`src/rtl/keypad_unit_pkg.sv`:
```
// keypad_unit_pkg: issue codes, key codes, FSM encodings and key decode helpers shared by the keypad front end
package keypad_unit_pkg;
  localparam int ISA_WIDTH = 32;
  localparam logic [2:0] ISSUE_NONE   = 3'd0;
  localparam logic [2:0] ISSUE_DATA   = 3'd1;
  localparam logic [2:0] ISSUE_UART   = 3'd2;
  localparam logic [2:0] ISSUE_PAUSE  = 3'd3;
  localparam logic [2:0] ISSUE_KEYPAD = 3'd4;
  localparam logic [3:0] KEY_A    = 4'hA;
  localparam logic [3:0] KEY_B    = 4'hB;
  localparam logic [3:0] KEY_C    = 4'hC;
  localparam logic [3:0] KEY_D    = 4'hD;
  localparam logic [3:0] KEY_STAR = 4'hE;
  localparam logic [3:0] KEY_HASH = 4'hF;
  // nibble {row,col} holds the code of that key; rows "123A" "456B" "789C" "*0#D"
  localparam logic [63:0] KEY_MAP = 64'hDF0E_C987_B654_A321;
  typedef enum logic [1:0] {SC_SCAN, SC_DEBOUNCE, SC_HELD, SC_RELEASE} scan_state_t;
  typedef enum logic [1:0] {EN_IDLE, EN_ENTRY, EN_CONVERT, EN_DONE} entry_state_t;
  function automatic logic [1:0] low_index(input logic [3:0] v);
    return !v[0] ? 2'd0 : !v[1] ? 2'd1 : !v[2] ? 2'd2 : 2'd3;
  endfunction
  function automatic logic [3:0] key_lookup(input logic [1:0] r, input logic [1:0] c);
    return KEY_MAP[{r, c, 2'b00} +: 4];
  endfunction
endpackage

```
`src/rtl/keypad_unit_scanner.sv`:
```
// keypad_scanner: row drive, column synchroniser, press/release debounce, one key_valid pulse per press
module keypad_scanner
  import keypad_unit_pkg::*;
#(
  parameter int SCAN_DIV     = 1000,
  parameter int DEBOUNCE_CNT = 20000
) (
  input  logic       clk,
  input  logic       rst_n,
  output logic [3:0] row_out,
  input  logic [3:0] col_in,
  output logic       key_valid,
  output logic [3:0] key_code
);
  localparam int DW = $clog2(SCAN_DIV + 1);
  localparam int CW = $clog2(DEBOUNCE_CNT + 1);
  localparam logic [DW-1:0] DIV_LAST   = DW'(SCAN_DIV - 1);
  localparam logic [DW-1:0] DIV_SETTLE = DW'(SCAN_DIV > 2 ? 2 : 0);
  localparam logic [CW-1:0] CNT_LAST   = CW'(DEBOUNCE_CNT - 1);
  logic [3:0] col_s1, col_s2;
  logic [DW-1:0] div;
  logic [CW-1:0] cnt;
  scan_state_t state;
  logic any_low;
  logic [3:0] cur;
  assign any_low = ~&col_s2;
  assign cur = key_lookup(low_index(row_out), low_index(col_s2));
  always_ff @(posedge clk or negedge rst_n) begin
    if (!rst_n) begin
      col_s1 <= 4'hF;
      col_s2 <= 4'hF;
      row_out <= 4'b1110;
      div <= '0;
      cnt <= '0;
      state <= SC_SCAN;
      key_valid <= 1'b0;
      key_code <= 4'h0;
    end else begin
      col_s1 <= col_in;
      col_s2 <= col_s1;
      key_valid <= 1'b0;
      case (state)
        // synchronised columns lag the row by two cycles, so only trust them once the row has settled
        SC_SCAN: begin
          if (any_low && div >= DIV_SETTLE) begin
            state <= SC_DEBOUNCE;
            key_code <= cur;
            cnt <= CW'(1);
          end else if (div == DIV_LAST) begin
            div <= '0;
            row_out <= {row_out[2:0], row_out[3]};
          end else div <= div + 1'b1;
        end
        SC_DEBOUNCE: begin
          if (!any_low || cur != key_code) state <= SC_SCAN;
          else if (cnt >= CNT_LAST) begin
            key_valid <= 1'b1;
            state <= SC_HELD;
          end else cnt <= cnt + 1'b1;
        end
        SC_HELD: begin
          if (!any_low) begin
            state <= SC_RELEASE;
            cnt <= CW'(1);
          end
        end
        default: begin
          if (any_low) state <= SC_HELD;
          else if (cnt >= CNT_LAST) begin
            state <= SC_SCAN;
            div <= '0;
          end else cnt <= cnt + 1'b1;
        end
      endcase
    end
  end
endmodule

```
`src/rtl/keypad_unit.sv`:
```
// keypad_unit: keypad front end raising pause/resume/UART requests and converting signed BCD entry for data_mem
module keypad_unit
  import keypad_unit_pkg::*;
#(
  parameter int SCAN_DIV     = 1000,
  parameter int DEBOUNCE_CNT = 20000,
  parameter int MAX_DIGITS   = 8
) (
  input  logic                    clk,
  input  logic                    rst_n,
  output logic [3:0]              row_out,
  input  logic [3:0]              col_in,
  input  logic [2:0]              issue_type,
  input  logic                    keypad_read_enable,
  output logic                    keypad_read_complete,
  output logic [ISA_WIDTH-1:0]    keypad_data,
  output logic                    cpu_pause,
  output logic                    cpu_resume,
  output logic                    uart_start,
  output logic [4*MAX_DIGITS-1:0] entry_bcd,
  output logic                    entry_negative,
  output logic [3:0]              entry_digits
);
  localparam logic [3:0] MAX_D = 4'(MAX_DIGITS);
  logic key_valid;
  logic [3:0] key_code;
  keypad_scanner #(.SCAN_DIV(SCAN_DIV), .DEBOUNCE_CNT(DEBOUNCE_CNT)) u_scanner (
    .clk(clk),
    .rst_n(rst_n),
    .row_out(row_out),
    .col_in(col_in),
    .key_valid(key_valid),
    .key_code(key_code)
  );
  logic paused, grant_pause, leave_pause, grant_uart, paused_n, idle_req, key_a, key_b;
  // grants are folded in before the key so a same-cycle key sees the post-grant state
  assign grant_pause = cpu_pause && issue_type == ISSUE_PAUSE;
  assign leave_pause = cpu_resume && issue_type != ISSUE_PAUSE;
  assign grant_uart  = uart_start && issue_type == ISSUE_UART;
  assign paused_n    = (paused || grant_pause) && !leave_pause;
  assign idle_req    = !((cpu_pause && !grant_pause) || (cpu_resume && !leave_pause) || (uart_start && !grant_uart));
  assign key_a       = key_valid && key_code == KEY_A && idle_req;
  assign key_b       = key_valid && key_code == KEY_B && idle_req;
  always_ff @(posedge clk or negedge rst_n) begin
    if (!rst_n) begin
      paused <= 1'b0;
      cpu_pause <= 1'b0;
      cpu_resume <= 1'b0;
      uart_start <= 1'b0;
    end else begin
      paused <= paused_n;
      cpu_pause <= (cpu_pause && !grant_pause) || (key_a && !paused_n);
      cpu_resume <= (cpu_resume && !leave_pause) || (key_a && paused_n && issue_type == ISSUE_PAUSE);
      uart_start <= (uart_start && !grant_uart) || (key_b && !paused_n);
    end
  end
  entry_state_t estate;
  logic [3:0] conv_idx, next_digit;
  logic [ISA_WIDTH-1:0] acc, acc_next, conv_val;
  assign next_digit = 4'(entry_bcd >> {conv_idx - 4'd1, 2'b00});
  assign acc_next   = acc * ISA_WIDTH'(10) + ISA_WIDTH'(next_digit);
  assign conv_val   = conv_idx == 4'd0 ? '0 : acc_next;
  always_ff @(posedge clk or negedge rst_n) begin
    if (!rst_n) begin
      estate <= EN_IDLE;
      entry_bcd <= '0;
      entry_digits <= 4'd0;
      entry_negative <= 1'b0;
      conv_idx <= 4'd0;
      acc <= '0;
      keypad_data <= '0;
      keypad_read_complete <= 1'b0;
    end else begin
      case (estate)
        EN_IDLE: if (issue_type == ISSUE_KEYPAD && keypad_read_enable) estate <= EN_ENTRY;
        EN_ENTRY: begin
          if (issue_type != ISSUE_KEYPAD) begin
            entry_bcd <= '0;
            entry_digits <= 4'd0;
            entry_negative <= 1'b0;
            estate <= EN_IDLE;
          end else if (key_valid) begin
            if (key_code <= 4'd9) begin
              if (entry_digits < MAX_D) begin
                entry_bcd <= {entry_bcd[4*MAX_DIGITS-5:0], key_code};
                entry_digits <= entry_digits + 4'd1;
              end
            end else if (key_code == KEY_STAR) begin
              if (entry_digits != 4'd0) begin
                entry_bcd <= entry_bcd >> 4;
                entry_digits <= entry_digits - 4'd1;
              end
            end else if (key_code == KEY_C) begin
              entry_bcd <= '0;
              entry_digits <= 4'd0;
              entry_negative <= 1'b0;
            end else if (key_code == KEY_D) entry_negative <= !entry_negative;
            else if (key_code == KEY_HASH) begin
              acc <= '0;
              conv_idx <= entry_digits;
              estate <= EN_CONVERT;
            end
          end
        end
        // most significant digit sits at nibble conv_idx-1; the last step loads the signed result
        EN_CONVERT: begin
          if (conv_idx <= 4'd1) begin
            keypad_data <= entry_negative ? -conv_val : conv_val;
            keypad_read_complete <= 1'b1;
            estate <= EN_DONE;
          end else begin
            acc <= acc_next;
            conv_idx <= conv_idx - 4'd1;
          end
        end
        default: begin
          if (issue_type != ISSUE_KEYPAD) begin
            keypad_read_complete <= 1'b0;
            entry_bcd <= '0;
            entry_digits <= 4'd0;
            entry_negative <= 1'b0;
            estate <= EN_IDLE;
          end
        end
      endcase
    end
  end
endmodule
```
`config.mk`:
```
export PLATFORM = sky130hd
export DESIGN_NAME = keypad_unit
export DESIGN_NICKNAME = d
export VERILOG_FILES = /design/src/rtl/keypad_unit_pkg.sv /design/src/rtl/keypad_unit_scanner.sv /design/src/rtl/keypad_unit.sv
export SDC_FILE = /design/constraint.sdc
export NUM_CORES = 1
export LEC_CHECK = 0
export ABC_AREA = 1
export BUFFER_PORTS_ARGS = -buffer_cell sky130_fd_sc_hd__clkbuf_2
export CAP_MARGIN = 40
export CORE_ASPECT_RATIO = 1.4
export CORE_MARGIN = 5
export CORE_UTILIZATION = 25
export CTS_BUF_LIST = sky130_fd_sc_hd__clkbuf_4 sky130_fd_sc_hd__clkbuf_8
export DETAILED_ROUTE_END_ITERATION = 7
export GPL_TIMING_DRIVEN = 0
export SKIP_CTS_REPAIR_TIMING = 1
export SYNTH_ARGS = -nofsm -noshare
export SYNTH_HDL_FRONTEND = slang
export SYNTH_SLANG_ARGS = --single-unit
export TNS_END_PERCENT = 30
```
`constraint.sdc`:
```
create_clock -name clk -period 5.27 [get_ports clk]
set_input_delay 0.527 -clock clk [delete_from_list [all_inputs] [get_ports clk]]
set_output_delay 0.527 -clock clk [all_outputs]
set_load 0.02 [all_outputs]
```
Word-level counts from Yosys, hierarchy flattened
Cells that the tools add are included.
{"block": "word_totals", "in_bits": 10, "wordCells": 228, "regBits": 156}
{"block": "classes", "shifts": 2, "n_addsub": 7, "n_reduce_logical": 60, "eq_ne": 43, "mux": 86, "n_mul": 1, "n_bitwise": 4, "magnitude_cmp": 5}
{"cell": "$mux W32", "n": 18}
{"cell": "$pmux W32 S2", "n": 2}
{"cell": "$mux W15", "n": 5}
{"cell": "$mux W4", "n": 16}
{"cell": "$shiftx A64 B7 Y4 const A", "n": 1}
{"cell": "$pmux W15 S3", "n": 1}
{"cell": "$mux W10", "n": 4}
{"cell": "$mux W2", "n": 20}
{"cell": "$add A32 B4 Y32", "n": 1}
{"cell": "$mul A32 B3 Y31 const B", "n": 1}
{"cell": "$neg A32 Y32", "n": 1}
{"cell": "$shr A32 B6 Y4", "n": 1}
{"cell": "$eq A4 B4 Y1 const B", "n": 6}
{"cell": "$ne A2 B2 Y1 const B", "n": 11}
{"cell": "$pmux W10 S2", "n": 1}
{"cell": "$ne A3 B3 Y1 const B", "n": 6}
{"cell": "$reduce_and A9 Y1", "n": 2}
{"cell": "$logic_and A1 B1 Y1", "n": 17}
{"cell": "$pmux W4 S2", "n": 2}
{"cell": "$reduce_and A4 Y1", "n": 4}
{"cell": "$add A15 B1 Y15 const B", "n": 1}
{"cell": "$ge A15 B15 Y1 const B", "n": 1}
{"cell": "$mux W1", "n": 13}
{"cell": "$pmux W2 S3", "n": 2}
{"cell": "other kinds (31)", "n": 71}

Longest topological paths before layout
{"block": "depth", "word_depth": 11, "ltp_mapped": 34, "ltp_nobuf": 32}

Hierarchy
Synthesis repeated with hierarchy kept, for this count alone.
{"block": "unflattened", "hier_cells": 1760, "area_unflattened_um2": 12293.0}
{"module": "keypad_unit", "instances": 1, "area_each_um2": 9562.9, "cells_each": 1407}
{"module": "keypad_scanner", "instances": 1, "area_each_um2": 2730.1, "cells_each": 353}

Least setup slack after synthesis
No wires, ideal clock.
{"block": "synth_timing", "path_type": "register -> register", "start": "register conv_idx[0]", "end": "register keypad_data[30]", "stages_incl_launch_ff": 30, "slack_ns": 1.065, "setup_ns": 0.118, "arrival_time_ns": 4.087, "synth_period_minus_slack_ns": 4.205, "cell_sequence": "dfrtp_1 -> inv_1 -> clkbuf_1 -> ha_1 -> inv_1 -> clkbuf_1 -> o21ai_0 -> a21oi_1 -> a211oi_1 -> nor3_1 -> ha_1 -> fa_1 -> nand2_1 -> nand2_1 -> nor2_1 -> nand2_1 -> nor2_1 -> nand2_1 -> nor2_1 -> nand2_1 -> nor2_1 -> nand3_1 -> nor2_1 -> nand2_1 -> nand2_2 -> nand4_2 -> nor2_4 -> nand3_1 -> nand3_1 -> nand2_1"}
{"block": "synth_via", "elab_chain_cells": 6, "word_cells_on_any_way": 9, "cone_classes": "add/sub: 3; order compare: 1; shift: 1; mux: 2; reduce/logical: 2"}
{"item": "start: declaration", "line_no": "keypad_unit.sv:58", "text": "logic [3:0] conv_idx, next_digit;"}
{"item": "start signal: assignment", "line_no": "keypad_unit.sv:100", "text": "conv_idx <= entry_digits;"}
{"item": "start signal: assignment", "line_no": "keypad_unit.sv:113", "text": "conv_idx <= conv_idx - 4'd1;"}
{"item": "$sub A4 B1 Y4", "line_no": "keypad_unit.sv:60", "text": "assign next_digit = 4'(entry_bcd >> {conv_idx - 4'd1, 2'b00});"}
{"item": "$shr A32 B6 Y4", "line_no": "keypad_unit.sv:60"}
{"item": "$add A32 B4 Y32", "line_no": "keypad_unit.sv:61", "text": "assign acc_next = acc * ISA_WIDTH'(10) + ISA_WIDTH'(next_digit);"}
{"item": "$mux W32", "line_no": "keypad_unit.sv:62", "text": "assign conv_val = conv_idx == 4'd0 ? '0 : acc_next;"}
{"item": "$neg A32 Y32", "line_no": "keypad_unit.sv:108", "text": "keypad_data <= entry_negative ? -conv_val : conv_val;"}
{"item": "$mux W32", "line_no": "keypad_unit.sv:108"}
{"item": "end signal: assignment", "line_no": "keypad_unit.sv:108"}
{"item": "end: declaration", "line_no": "keypad_unit.sv:16", "text": "output logic [ISA_WIDTH-1:0] keypad_data,"}
Parallel ways exist; a longest one is shown, timed or not.
A chain may end at the register's enable or synchronous reset.

Final worst setup path
{"block": "layout_timing", "start": "register conv_idx[0]", "end": "register keypad_data[31]"}
The elaborated chain is that of the path after synthesis.

==> results.md <==
- The number of global-route vias before repair is 11749.
- The kind of start point of the critical path is a flip-flop.
- The critical path in this run is classified as reg2reg.
- The initial cell density of the core is 0.253.
- The worst path meets setup with 326 ps of slack.
- For this run, design rule violations remaining after detail routing come to 0.
- Data on the critical path arrives at its endpoint at 5330 ps.
- The clock latency at the later pin of the worst-skew pair is 480 ps.
- The first-pass GRT wire length is 60700 µm.
- The die is 268 µm tall.
- The library cell used as clock root buffer is clkbuf_8.
- The routed layout has 11698 vias.
- The number of design-rule violations left by the first detailed-router iteration is 690.
- The number of cell rows is 94.
- The worst path needs 4940 ps of the cycle, external delays included.
- Setup violations remaining at the end of the flow were counted as 0.
- Timing analysis after detailed placement gives a worst setup slack of -214 ps.
- The count of H-tree levels built during CTS is 4.
- The number of diodes added for antenna fixing is 0.
- Pin placement for this block handled 87 I/O pins.
- The sequential cell area fraction in the yosys report is 0.327.
- For this block, the routed nets add up to 37400 µm of wire.
- The sequential cells in the finished layout cover a total of 3890 µm².
- The number of antenna violations at the first check in global routing was 0.
- The overall die width is 194 µm.
- In the finished design, the share of the clock period the worst path needs comes to 0.938.
- Entering global routing, the biggest net connects 106 pins.
- The final hold violation count is 1.
- The cell type of the slowest stage on the worst timing path is dfrtp_1.
- The number of distinct standard cells referenced by the synthesized netlist is 54.
- The clock buffer count from CTS is 17.
- The critical-path maximum fanout is 10.
- The number of fillers in the final layout is 5189.
- TritonCTS built the clock tree.
- In the final timing run, aggregate negative setup slack is 0 ps.
- The first TritonRoute pass finished after 5 iterations.
- Static timing analysis puts the maximum clock frequency at 0.202 GHz.
- After the last flow step, the layout net total stands at 1919.
- Setup repair after global routing left no endpoint under its margin.
- The sum of overflow across all layers after global routing is 0.
- After clock tree synthesis, the clock-pin slew on the worst setup and hold paths is 100 ps.
- The tightest min-delay check is of the in2async type.
- The number of nets handed over by synthesis was 1810.
- The global placement routability congestion is 0.900.
- The Yosys step of the flow raised 0 warnings.
- In this design, the stage delay of the slowest critical-path cell is 410 ps.
- The cell repeated most along the worst path is nand2_1.
- The data required time at the worst endpoint is 5650 ps.
- The final number of max-transition violations came to 0.
- The cell area that synthesis handed to floorplanning was 11900 µm².
- The worst-case clock buffer depth is 2.
- The combined area of the multi-input logic cells is 6970 µm².
- Each instance of the synthesized netlist takes up on average 6.90 µm².
- The fraction of synthesis flops using an asynchronous set or reset pin is 1.00.
- In the final routed layout, each cell accounts on average for 15.1 µm.
- In this run the standard cell core region covers 47000 µm².
- Compared with the post-synthesis result, the final layout area differs by 14.4%.
- The run finished, with violations left.
- The fraction of the core area covered by cells at the end of the flow is 0.289.
- The main flop type after synthesis is dfrtp_1.
- The post-route clock skew is 21.0 ps.
- The floorplan die area is 52100 µm².
- The count of nets left with antenna violations once routing finished came out at 0.
- The kind of end point of the critical path is a flip-flop.
- Counting flops and latches in the post-synthesis netlist gives 155.
- On the final layout, the worst hold slack is -4.11 ps.
- Counting every instance in the synthesized netlist gives 1722.
- The actual transition at the worst max-transition pin is 769 ps.
- The wire-length estimate of the detail-placed layout is 30200 µm.
- The relative slew slack is 0.487.
- The final reports fail on hold timing.
- The max-cap check violation count is 0.
- Port buffering added 86 buffers.
- Clock tree synthesis found a total of 155 sinks.
- Yosys mapped a number of flops with a built-in enable equal to 0.
- Using the TritonRoute via totals, the vias-per-cell ratio works out to 4.74.
- Of the cells placed in the final design, the portion with a size suffix greater than 1 is 0.141.
- The overall global routing resource usage is 0.142.
-- placed cells by master (no fill, tap or decap), types with 4 or more instances in the layout --
master    netlist  final
a211oi_1        6      6
a21oi_1        63     63
a22o_1          5      5
a31oi_1         7      7
a32o_1         12     12
buf_2           4      4
clkbuf_1       27     25
clkbuf_2        0     85
clkbuf_8        0     18
clkinv_4        0      4
dfrtp_1       144    144
dfstp_2        11     11
ha_1           76     74
inv_1         220    219
inv_2          22     22
inv_6           0      4
nand2_1       497    497
nand2_2        39     39
nand3_1       128    128
nand3_2         9      9
nand3b_1        6      6
nand4_1        18     18
nor2_1        130    130
nor2_2         21     21
nor2_4          9      9
nor3_1         25     23
nor3_2          2      4
nor4_1          4      4
o211ai_1        5      5
o21ai_0       116    116
o21ai_1        11     11
o21bai_1        4      4
o22ai_1        24     24
o31ai_1         6      6
o32ai_1         4      4
xnor2_1        10      9
xor2_1         28     28
-- cells by family (layout without fill, tap and decap cells) --
family | count (synthesis) | in the layout | synth area share
AO/OA/AOI/OAI | 274 | 274 | 0.134
XOR/XNOR | 39 | 39 | 0.0294
adder cells (fa/ha/maj) | 78 | 78 | 0.0834
buffers and inverters | 277 | 399 | 0.0885
flip-flops | 155 | 155 | 0.327
multiplexers | 2 | 2 | 0.00179
AND/OR/NAND/NOR | 897 | 897 | 0.335
-- per-layer routing --
layer	share of wire	GRT usage
met3	0.039	0.0231
met1	0.38	0.151
met5	0	0
met2	0.54	0.279
met4	0.036	0.0555
-- cells in the mapped netlist (all sizes together), types with 7 or more instances --
library cell | number | area share
a21oi | 66 | 0.029
a31oi | 7 | 0.0037
a32o | 12 | 0.010
clkbuf | 27 | 0.0085
dfrtp | 144 | 0.30
dfstp | 11 | 0.024
ha | 76 | 0.080
inv | 242 | 0.076
nand2 | 538 | 0.18
nand3 | 138 | 0.063
nand4 | 19 | 0.011
nor2 | 160 | 0.061
nor3 | 28 | 0.014
o21ai | 127 | 0.053
o22ai | 24 | 0.013
xnor2 | 11 | 0.0087
xor2 | 28 | 0.021
-- metrics by stage --
step | hold slack (ps) | instance area [µm²] | instances
final | -4.11 | 13600 | 2468
after global routing | 1.60 | 13600 | 2468
after CTS | -13.7 | 13500 | 2465
after detailed placement | 347 | 13100 | 2433
after global placement | 347 | 13100 | 2432
after floorplan | 231 | 11900 | 1722
-- path summary, 6_finish.rpt --
check	slack (ps)	end	cells after the start	start
max	330	keypad_data[31]	30	conv_idx[0]
min	-4	u_scanner.div[3]	1	rst_n
max reg2reg	330	keypad_data[31]	30	conv_idx[0]
min reg2reg	360	u_scanner.col_s2[3]	0	u_scanner.col_s1[3]
max in group asynchronous	4380	acc[4]	2	rst_n
min in group clk	140	u_scanner.col_s1[3]	1	col_in[3]
-- layout make-up --
| class | count | area share |
|---|---|---|
| inverters | 244 | 0.0676 |
| well taps | 624 | 0.0574 |
| clock inverters | 14 | 0.0119 |
| plain buffers | 32 | 0.0100 |
| repair buffers | 90 | 0.0360 |
| flip-flops and latches | 155 | 0.286 |
| multi-input cells | 1290 | 0.513 |
| repair inverters | 1 | 0.000368 |
| clock buffers | 18 | 0.0178 |
-- registers in the layout (all words and copies together), names as in the netlist --
signal	count
entry_bcd	32
keypad_data	32
acc	31
u_scanner.cnt	15
u_scanner.div	10
conv_idx	4
entry_digits	4
u_scanner.col_s1	4
u_scanner.col_s2	4
u_scanner.key_code	4
u_scanner.row_out	4
estate	2
u_scanner.state	2
cpu_pause	1
cpu_resume	1
entry_negative	1
keypad_read_complete	1
paused	1
u_scanner.key_valid	1
uart_start	1
-- worst max-delay path, delay by kind of cell (launching register included) --
family / cells / cell delay [ps]
adder cells (fa/ha/maj): 2 / 600
flip-flops: 1 / 410
AND/OR/NAND/NOR: 21 / 2540
AO/OA/AOI/OAI: 3 / 490
buffers and inverters: 4 / 800
Power is not shown: default switching activity piles up to over one toggle a cycle in this logic, so the estimate is an artifact.
